--- config.mk ---
export PLATFORM = sky130hd
export DESIGN_NAME = wb_exc_commit
export DESIGN_NICKNAME = d
export VERILOG_FILES = /design/src/rtl/wb_exc_commit_pkg.sv /design/src/rtl/wb_exc_commit_ex_prio_enc.sv /design/src/rtl/wb_exc_commit.sv
export SDC_FILE = /design/constraint.sdc
export NUM_CORES = 1
export LEC_CHECK = 0
export CORE_AREA = 2 2 205 207
export CTS_BUF_LIST = sky130_fd_sc_hd__clkbuf_4
export CTS_CLUSTER_DIAMETER = 200
export CTS_CLUSTER_SIZE = 30
export DETAILED_ROUTE_END_ITERATION = 6
export DIE_AREA = 0 0 207 209
export GPL_ROUTABILITY_DRIVEN = 0
export RECOVER_POWER = 50
export SLEW_MARGIN = 10
export SYNTH_ARGS = -nofsm -noshare
export SYNTH_HDL_FRONTEND = slang
export SYNTH_SLANG_ARGS = --single-unit
--- constraint.sdc ---
create_clock -name clk -period 28.5 [get_ports clk]
set_input_delay 7.125 -clock clk [delete_from_list [all_inputs] [get_ports clk]]
set_output_delay 7.125 -clock clk [all_outputs]
set_load 0.05 [all_outputs]
--- src/rtl/wb_exc_commit_pkg.sv ---
// Shared constants and types for the writeback/commit stage: exception codes,
// exception-vector bit positions and the flush FSM encoding.
package wb_exc_commit_pkg;

  localparam int EXV_W = 6;

  // ex_vec bit order {ALE,BRK,SYS,INE,ADEF,rsvd}
  localparam int EXV_ADEF = 1;
  localparam int EXV_INE  = 2;
  localparam int EXV_SYS  = 3;
  localparam int EXV_BRK  = 4;
  localparam int EXV_ALE  = 5;

  localparam logic [5:0] ECODE_INT = 6'h00;
  localparam logic [5:0] ECODE_ADE = 6'h08;
  localparam logic [5:0] ECODE_ALE = 6'h09;
  localparam logic [5:0] ECODE_SYS = 6'h0B;
  localparam logic [5:0] ECODE_BRK = 6'h0C;
  localparam logic [5:0] ECODE_INE = 6'h0D;

  localparam logic [8:0] ESUBCODE_NONE = 9'h000;

  typedef enum logic {
    ST_RUN   = 1'b0,
    ST_FLUSH = 1'b1
  } ws_state_e;

endpackage

--- src/rtl/wb_exc_commit_ex_prio_enc.sv ---
// Combinational exception priority encoder: interrupt first, then the
// instruction-raised causes from oldest pipeline stage to youngest.
module ex_prio_enc
  import wb_exc_commit_pkg::*;
#(
  parameter int EXV_W = wb_exc_commit_pkg::EXV_W
) (
  input  logic             has_int,
  input  logic [EXV_W-1:0] ex_vec,
  output logic             hit,
  output logic [5:0]       ecode,
  output logic [8:0]       esubcode
);

  // NOTE: every output gets a default before the if-chain so no path leaves
  // a value held, which would otherwise infer a latch.
  always_comb begin
    hit      = has_int || (|ex_vec);
    ecode    = ECODE_INT;
    esubcode = ESUBCODE_NONE;
    if (has_int)                ecode = ECODE_INT;
    else if (ex_vec[EXV_ADEF])  ecode = ECODE_ADE;
    else if (ex_vec[EXV_INE])   ecode = ECODE_INE;
    else if (ex_vec[EXV_SYS])   ecode = ECODE_SYS;
    else if (ex_vec[EXV_BRK])   ecode = ECODE_BRK;
    else if (ex_vec[EXV_ALE])   ecode = ECODE_ALE;
  end

endmodule

--- src/rtl/wb_exc_commit.sv ---
// Writeback/commit stage: WB pipeline register, precise exception/ERTN
// resolution, CSR/regfile strobes and a one-cycle registered pipeline flush.
module wb_exc_commit
  import wb_exc_commit_pkg::*;
#(
  parameter int EXV_W = wb_exc_commit_pkg::EXV_W
) (
  input  logic             clk,
  input  logic             resetn,
  input  logic             ms_to_ws_valid,
  output logic             ws_allowin,
  input  logic [31:0]      ms_pc,
  input  logic [EXV_W-1:0] ms_ex_vec,
  input  logic [31:0]      ms_vaddr,
  input  logic             ms_ertn,
  input  logic             ms_csr_re,
  input  logic             ms_csr_we,
  input  logic [13:0]      ms_csr_num,
  input  logic [31:0]      ms_csr_wmask,
  input  logic [31:0]      ms_csr_wvalue,
  input  logic             ms_rf_we,
  input  logic [4:0]       ms_rf_waddr,
  input  logic [31:0]      ms_rf_wdata,
  input  logic             has_int,
  input  logic [31:0]      csr_rvalue,
  input  logic [31:0]      ex_entry,
  input  logic [31:0]      era_pc,
  output logic [13:0]      csr_num,
  output logic             csr_we,
  output logic [31:0]      csr_wmask,
  output logic [31:0]      csr_wvalue,
  output logic             wb_ex,
  output logic [5:0]       wb_ecode,
  output logic [8:0]       wb_esubcode,
  output logic [31:0]      wb_pc,
  output logic [31:0]      wb_vaddr,
  output logic             ertn_flush,
  output logic             rf_we,
  output logic [4:0]       rf_waddr,
  output logic [31:0]      rf_wdata,
  output logic             flush,
  output logic [31:0]      flush_pc
);

  typedef struct packed {
    logic [31:0]      pc;
    logic [EXV_W-1:0] ex_vec;
    logic [31:0]      vaddr;
    logic             ertn;
    logic             csr_re;
    logic             csr_we;
    logic [13:0]      csr_num;
    logic [31:0]      csr_wmask;
    logic [31:0]      csr_wvalue;
    logic             rf_we;
    logic [4:0]       rf_waddr;
    logic [31:0]      rf_wdata;
  } ws_reg_t;

  ws_reg_t   ws_q, ws_d;
  logic      ws_valid_q, ws_valid_d;
  ws_state_e state_q, state_d;
  logic      kind_ex_q, kind_ex_d;

  logic       enc_hit;
  logic [5:0] enc_ecode;
  logic [8:0] enc_esub;
  logic       ex_hit, ertn_hit, commit_flush, accept;

  ex_prio_enc #(.EXV_W(EXV_W)) u_prio (
    .has_int  (has_int),
    .ex_vec   (ws_q.ex_vec),
    .hit      (enc_hit),
    .ecode    (enc_ecode),
    .esubcode (enc_esub)
  );

  assign ex_hit       = ws_valid_q && enc_hit;
  assign ertn_hit     = ws_valid_q && ws_q.ertn && !ex_hit;
  assign commit_flush = ex_hit || ertn_hit;
  // Younger offers seen during a commit-flush or the FLUSH cycle are discarded.
  assign accept       = ms_to_ws_valid && (state_q == ST_RUN) && !commit_flush;
  assign ws_allowin   = 1'b1;

  always_comb begin
    ws_valid_d = accept;
    ws_d       = ws_q;
    if (accept) begin
      ws_d = '{pc: ms_pc, ex_vec: ms_ex_vec, vaddr: ms_vaddr, ertn: ms_ertn,
               csr_re: ms_csr_re, csr_we: ms_csr_we, csr_num: ms_csr_num,
               csr_wmask: ms_csr_wmask, csr_wvalue: ms_csr_wvalue,
               rf_we: ms_rf_we, rf_waddr: ms_rf_waddr, rf_wdata: ms_rf_wdata};
    end
  end

  always_comb begin
    state_d   = state_q;
    kind_ex_d = kind_ex_q;
    case (state_q)
      ST_RUN: if (commit_flush) begin
        state_d   = ST_FLUSH;
        kind_ex_d = ex_hit;
      end
      ST_FLUSH: state_d = ST_RUN;
      default:  state_d = ST_RUN;
    endcase
  end

  // NOTE: sequential state uses non-blocking assignments only, so every flop
  // samples the pre-edge values regardless of statement order.
  always_ff @(posedge clk or negedge resetn) begin
    if (!resetn) begin
      ws_valid_q <= 1'b0;
      state_q    <= ST_RUN;
      kind_ex_q  <= 1'b0;
    end else begin
      ws_valid_q <= ws_valid_d;
      state_q    <= state_d;
      kind_ex_q  <= kind_ex_d;
    end
  end

  // NOTE: the payload is left unreset on purpose; every consumer is qualified
  // by ws_valid_q, so resetting it would only add reset fan-out.
  always_ff @(posedge clk) begin
    ws_q <= ws_d;
  end

  always_comb begin
    csr_num     = ws_valid_q ? ws_q.csr_num : 14'h0;
    csr_wmask   = ws_q.csr_wmask;
    csr_wvalue  = ws_q.csr_wvalue;
    csr_we      = ws_valid_q && !commit_flush && ws_q.csr_we;
    rf_we       = ws_valid_q && !commit_flush && ws_q.rf_we;
    rf_waddr    = ws_q.rf_waddr;
    rf_wdata    = ws_q.csr_re ? csr_rvalue : ws_q.rf_wdata;
    wb_ex       = ex_hit;
    wb_ecode    = ex_hit ? enc_ecode : 6'h0;
    wb_esubcode = ex_hit ? enc_esub : 9'h0;
    wb_pc       = ex_hit ? ws_q.pc : 32'h0;
    wb_vaddr    = ex_hit ? ws_q.vaddr : 32'h0;
    ertn_flush  = ertn_hit;
    flush       = (state_q == ST_FLUSH);
    // Target is read in the FLUSH cycle, after the CSR file has updated.
    flush_pc    = 32'h0;
    if (state_q == ST_FLUSH) flush_pc = kind_ex_q ? ex_entry : era_pc;
  end

endmodule

**Word level (Yosys, flattened, before mapping)**

Index checks and enable logic that the tools add are counted.

- Bitwise logic cells: 1
- Equality and inequality tests: 0
- Order comparisons: 0
- Shift operators: 0
- Reductions and logical operators: 14
- $add $sub $neg: 0
- $mul: 0
- Div/mod/pow operators: 0
- Muxes and demuxes: 15

Operators with widths:

| kind | count |
|---|---|
| 32-bit 2-to-1 mux | 5 |
| 6-bit 2-to-1 mux | 6 |
| 14-bit 2-to-1 mux | 1 |
| 1-bit logical AND | 8 |
| 6-bit OR reduction | 1 |
| 4-bit 2-to-1 mux | 1 |
| 1-bit logical NOT | 2 |
| 1-bit logical OR | 2 |
| 1-bit one-hot mux with 2 select lines | 1 |
| 2-bit AND reduction | 1 |
| 1-bit 2-to-1 mux | 1 |
| 1-bit inverter | 1 |

- Latch bits: 0
- Register bits: 192
- Word-level logic and storage cells: 45
- Memories kept: 0
- ROM bits: 0
- Memory bits (writable): 0
- Input bits: 289

**Longest topological paths before layout**

- Depth after elaboration: 9
- Depth in mapped cells: 5

**Cells and area by module**

From an unflattened synthesis, not the netlist that was laid out.

- Cell total of the unflattened synthesis: 516
- Area, all modules: 8,259.2 µm²

Modules (own cells, without submodules):

| module | seq. area each (µm²) | times used | cells an instance | area an instance (µm²) |
|---|---|---|---|---|
| wb_exc_commit | 5,750.5 | 1 | 493 | 8,100.3 |
| ex_prio_enc | 0.0 | 1 | 23 | 158.9 |

**Worst setup path before layout**

No wires, ideal clock.

- Path kind: in2reg
- From: in has_int
- To: reg ws_valid_q
- Setup time: 1.074 ns
- Arrival time: 16.583 ns
- Stages on the path: 3
- Slack: 10.843 ns
- Path through: nor4_4 > nand3_1 > a21oi_1

- Word-level cells in the longest chain between the ends: 7

RTL lines:

| what | RTL line | source |
|---|---|---|
| from (decl) | wb_exc_commit.sv:24 | `input logic has_int,` |
| 1-bit logical OR * | wb_exc_commit_ex_prio_enc.sv:18 | `hit = has_int \|\| (\|ex_vec);` |
| 1-bit logical AND * | wb_exc_commit.sv:78 | `assign ex_hit = ws_valid_q && enc_hit;` |
| 1-bit logical NOT | wb_exc_commit.sv:79 | `assign ertn_hit = ws_valid_q && ws_q.ertn && !ex_hit;` |
| 1-bit logical AND | wb_exc_commit.sv:79 |  |
| 1-bit logical OR * | wb_exc_commit.sv:80 | `assign commit_flush = ex_hit \|\| ertn_hit;` |
| 1-bit logical NOT * | wb_exc_commit.sv:82 | `assign accept = ms_to_ws_valid && (state_q == ST_RUN) && !commit_flush;` |
| 1-bit logical AND * | wb_exc_commit.sv:82 |  |
| via accept | wb_exc_commit.sv:68 | `logic ex_hit, ertn_hit, commit_flush, accept;` |
| to (signal assigned) | wb_exc_commit.sv:117 | `ws_valid_q <= ws_valid_d;` |
| to (decl) | wb_exc_commit.sv:61 | `logic ws_valid_q, ws_valid_d;` |

Mark *: on every way through the listed nets, which the timed path passes. The rest lies on a longest branch.
A chain may end at the register's enable or synchronous reset.

**Worst setup path after layout**

- From: in has_int
- To: out csr_we

- Word-level cells in the longest chain between the ends: 8

RTL lines:

| what | RTL line | source |
|---|---|---|
| 1-bit logical OR * | wb_exc_commit_ex_prio_enc.sv:18 |  |
| 1-bit logical AND * | wb_exc_commit.sv:78 |  |
| 1-bit logical NOT | wb_exc_commit.sv:79 |  |
| 1-bit logical AND | wb_exc_commit.sv:79 |  |
| 1-bit logical OR * | wb_exc_commit.sv:80 |  |
| 1-bit logical NOT * | wb_exc_commit.sv:133 | `csr_we = ws_valid_q && !commit_flush && ws_q.csr_we;` |
| 1-bit logical AND * (2 in a row) | wb_exc_commit.sv:133 |  |
| to (decl) | wb_exc_commit.sv:29 | `output logic csr_we,` |

Every way passes the cells marked *; elsewhere a longest branch is shown, timed or not.

==> summary.md <==
| Metric | Value |
|---|---|
| Final setup violation count | 0 |
| Worst reg-to-reg path cell count | 5 |
| Count of input and output buffers | 508 |
| Unrepaired setup endpoints after global routing | false |
| Max Cap Viol | 2 |
| Failing checks | capacitance limit, slew limit |
| Max IR drop VDD | 0.04767 mV |
| Worst EP required | around 21 ns |
| Drt total wl | about 25 mm |
| Post-layout util | 32.79% |
| Worst-Margin Slew | 2.515 ns |
| Fin crit period | 16.96 ns |
| Total global routing overflow | 0 |
| Die area | 43260 sq um |
| Worst slew margin | -67.65% |
| CTS buffer count | 17 |
| Yosys warning count | 0 |
| Largest net degree at the start of global routing | 73 |
| Worst R2R Setup Slack | ~23 ns |
| Critical path endpoint category | output pin |
| Cells along the critical path | dlygate4sd3_1 -> nor4_1 -> nand3_1 -> nor3b_1 -> clkdlybuf4s50_1 |
| Hold Crit Class | reg2reg |
| Hold Crit Depth | 2 |
| Post-CTS setup buffers | 0 |
| Synth unique cells | 26 |
| # nets final | 1225 |
| Critical-path top delay cell | clkdlybuf4s50_1 |
| Post-CTS Hold Fix Bufs | 0 |
| Hold EP | kind_ex_q |
| CP arrival | 9.84 ns |
| Initial Util | 19.75% |
| Mean post-synth cell area | ~17 sq um |
| Clock Skews | 0.02621 ns |
| Fmax | 58.96 MHz |
| Crit Path Class | in2out |
| Routed Antenna Nets | 0 |
| Worst Path Max Fanout | 4 |
| Setup ws final | 11.54 ns |
| Startpoint types | input port |
| Share of cells above drive strength 1 | 12.64% |
| CTS sink count | 192 |
| GRT Total Usage | roughly 11% |
| Static leakage | 4.835 nW |
| Die Span Y | roughly 210 um |
| Fin. Hold Viols | 0 |
| Vias per cell | roughly 3.7 |
| Initial antenna violation count | 6 |
| Final Cycle Share | between 50% and 60% |
| Via Count | 5469 |
| Clock transition at path regs | 0.16 ns |
| Total negative setup slack | 0 ns |
| Area of the multi-input gates | 1695 sq um |
| CTS tree | built |
| Clock root buffer | clkbuf_4 |
| Post-Syn Area | 8153 sq um |
| Critical Path Max Stage Delay | 0.85 ns |
| PwrDens | 55.46 nW/um^2 |
| Flop and latch count out of synthesis | 192 |
| Crit Reg-Reg Startpoint | ws_q[154] |
| Total core area | 41290 sq um |
| Status | finished, violations left |
| Cells after Synth | roughly 500 |
| Vias in the first global route | 5728 |
| Dpl ws | between 10 and 15 ns |
| Fillers | 4101 |
| DIE WIDTH | 207 um |
| Worst skew pair latency | ~0.67 ns |
| Critical hold path startpoint | ws_q[118] |
| CTS resizes | 0 |
| # rows | 75 |
| Final Max Tran Viols | 56 |
| Clk buf depth | 2 |
| Hold Slack | 0.7220 ns |
| Register area share after synthesis | between 70% and 80% |
| Post-DP HPWL | 19.75 mm |
| DR WL/cell | 16.71 um |
| DRT Pass-1 Iters | 4 |
| First-pass GRT wire length | ~36 mm |
| Iteration-0 DRC Markers | approximately 170 |
| I/O pins | 521 |
| Area Growth Syn to Fin | 66.08% |
| RR Endpoint | csr_wmask[23] |
| Post-layout power | 0.7509 mW |
| Register Area | around 5800 sq um |
| # DRC | 0 |
| H-tree depth | 4 |
==> layout make-up <==
cell class                      instances  share of cell area, %
Multi-Input combinational cell        210                  12.52
Tap cell                              539                  4.981
Clock inverter                         14                  1.053
Sequential cell                       192                  42.48
Clock buffer                           18                 0.9980
Antenna cell                            6                 0.1109
Inverter                                2                0.05544
Timing Repair Buffer                  513                  37.80
==> through the flow <==
stage          cell area [sq um]  cells
6_report                   13540   1494
4_1_cts                    13560   1488
3_3_place_gp               13280   1456
3_5_place_dp               13280   1456
5_1_grt                    13540   1494
2_1_floorplan               8190    504
==> synthesized netlist by cell type <==
master | number | area [sq um]
nand2_1 | 2 | 7.510
and2_4 | 50 | 437.9
nor4_4 | 1 | 21.27
clkbuf_1 | 6 | 22.52
nor3b_1 | 2 | 15.01
a22o_1 | 1 | 8.760
nor3_1 | 1 | 5.000
mux2_1 | 2 | 22.52
buf_2 | 7 | 35.03
a21boi_1 | 1 | 7.510
nor3_4 | 1 | 16.27
and2_1 | 29 | 181.4
nor2_1 | 3 | 11.26
edfxtp_1 | 189 | 5675
or2_2 | 1 | 6.260
nand2b_1 | 3 | 18.77
inv_1 | 2 | 7.510
nand3_1 | 2 | 10.01
a21oi_1 | 4 | 20.02
buf_6 | 6 | 67.56
nor2b_1 | 33 | 206.5
dfrtp_1 | 3 | 75.07
buf_4 | 81 | 608.1
conb_1 | 2 | 7.510
mux2_2 | 30 | 337.8
mux2i_1 | 32 | 320.3
==> kinds of logic (layout without fill, tap and decap cells) <==
logic type,Yosys count,in the layout,synth area share [%]
compound gates,6,6,0.4451
mux,64,64,8.349
other cells,2,18,0.09212
simple gates,128,128,11.49
flops,192,192,70.53
buf+inv,102,547,9.085
==> state kept, by name (all words and copies together) (netlist names) <==
signal,flops
rf_waddr,5
csr_wvalue,32
csr_wmask,32
ws_q,120
flush,1
kind_ex_q,1
ws_valid_q,1
==> worst max-delay path, delay by kind of cell <==
family	cells	cell delay, ns
buffers and inverters	2	1.46
and+or+nand+nor	3	1.24
==> cells in the final DEF (no fill, tap or decap), types with 6 or more instances in the layout <==
cell type,n
and2_1,29
and2_4,50
clkbuf_4,18
clkdlybuf4s50_1,248
conb_1,12
diode_2,6
dlygate4sd3_1,260
edfxtp_1,189
mux2_2,30
mux2i_1,32
nor2b_1,33
==> how the worst max path moves through the flow <==
stage	start	endpoint	slack, ns	depth (start not counted)
floorplan	has_int	ws_valid_q	10.84	3
CTS	has_int	wb_vaddr[17]	11.77	6
global route	has_int	rf_we	11.29	5
global placement	has_int	wb_pc[31]	11.85	6
finish	has_int	csr_we	11.54	5
detailed placement	has_int	wb_vaddr[17]	11.78	6
==> report_power, final <==
group          internal (mW)  switching (mW)  leakage (nW)
Sequential             0.341          0.0177          1.82
Combinational         0.0973           0.146          2.88
Clock                 0.0400           0.109         0.139
==> routing by layer <==
metal  track usage, %  vias up  part of all wire (%)
met1            11.50     2574                    36
met2            20.49      317                    53
li1                 -     2552                     -
met3            5.215       22                   9.7
met5                0        -                  0.12
met4            3.645        4                   1.2
No activity file was read; power rests on OpenSTA's default activity.
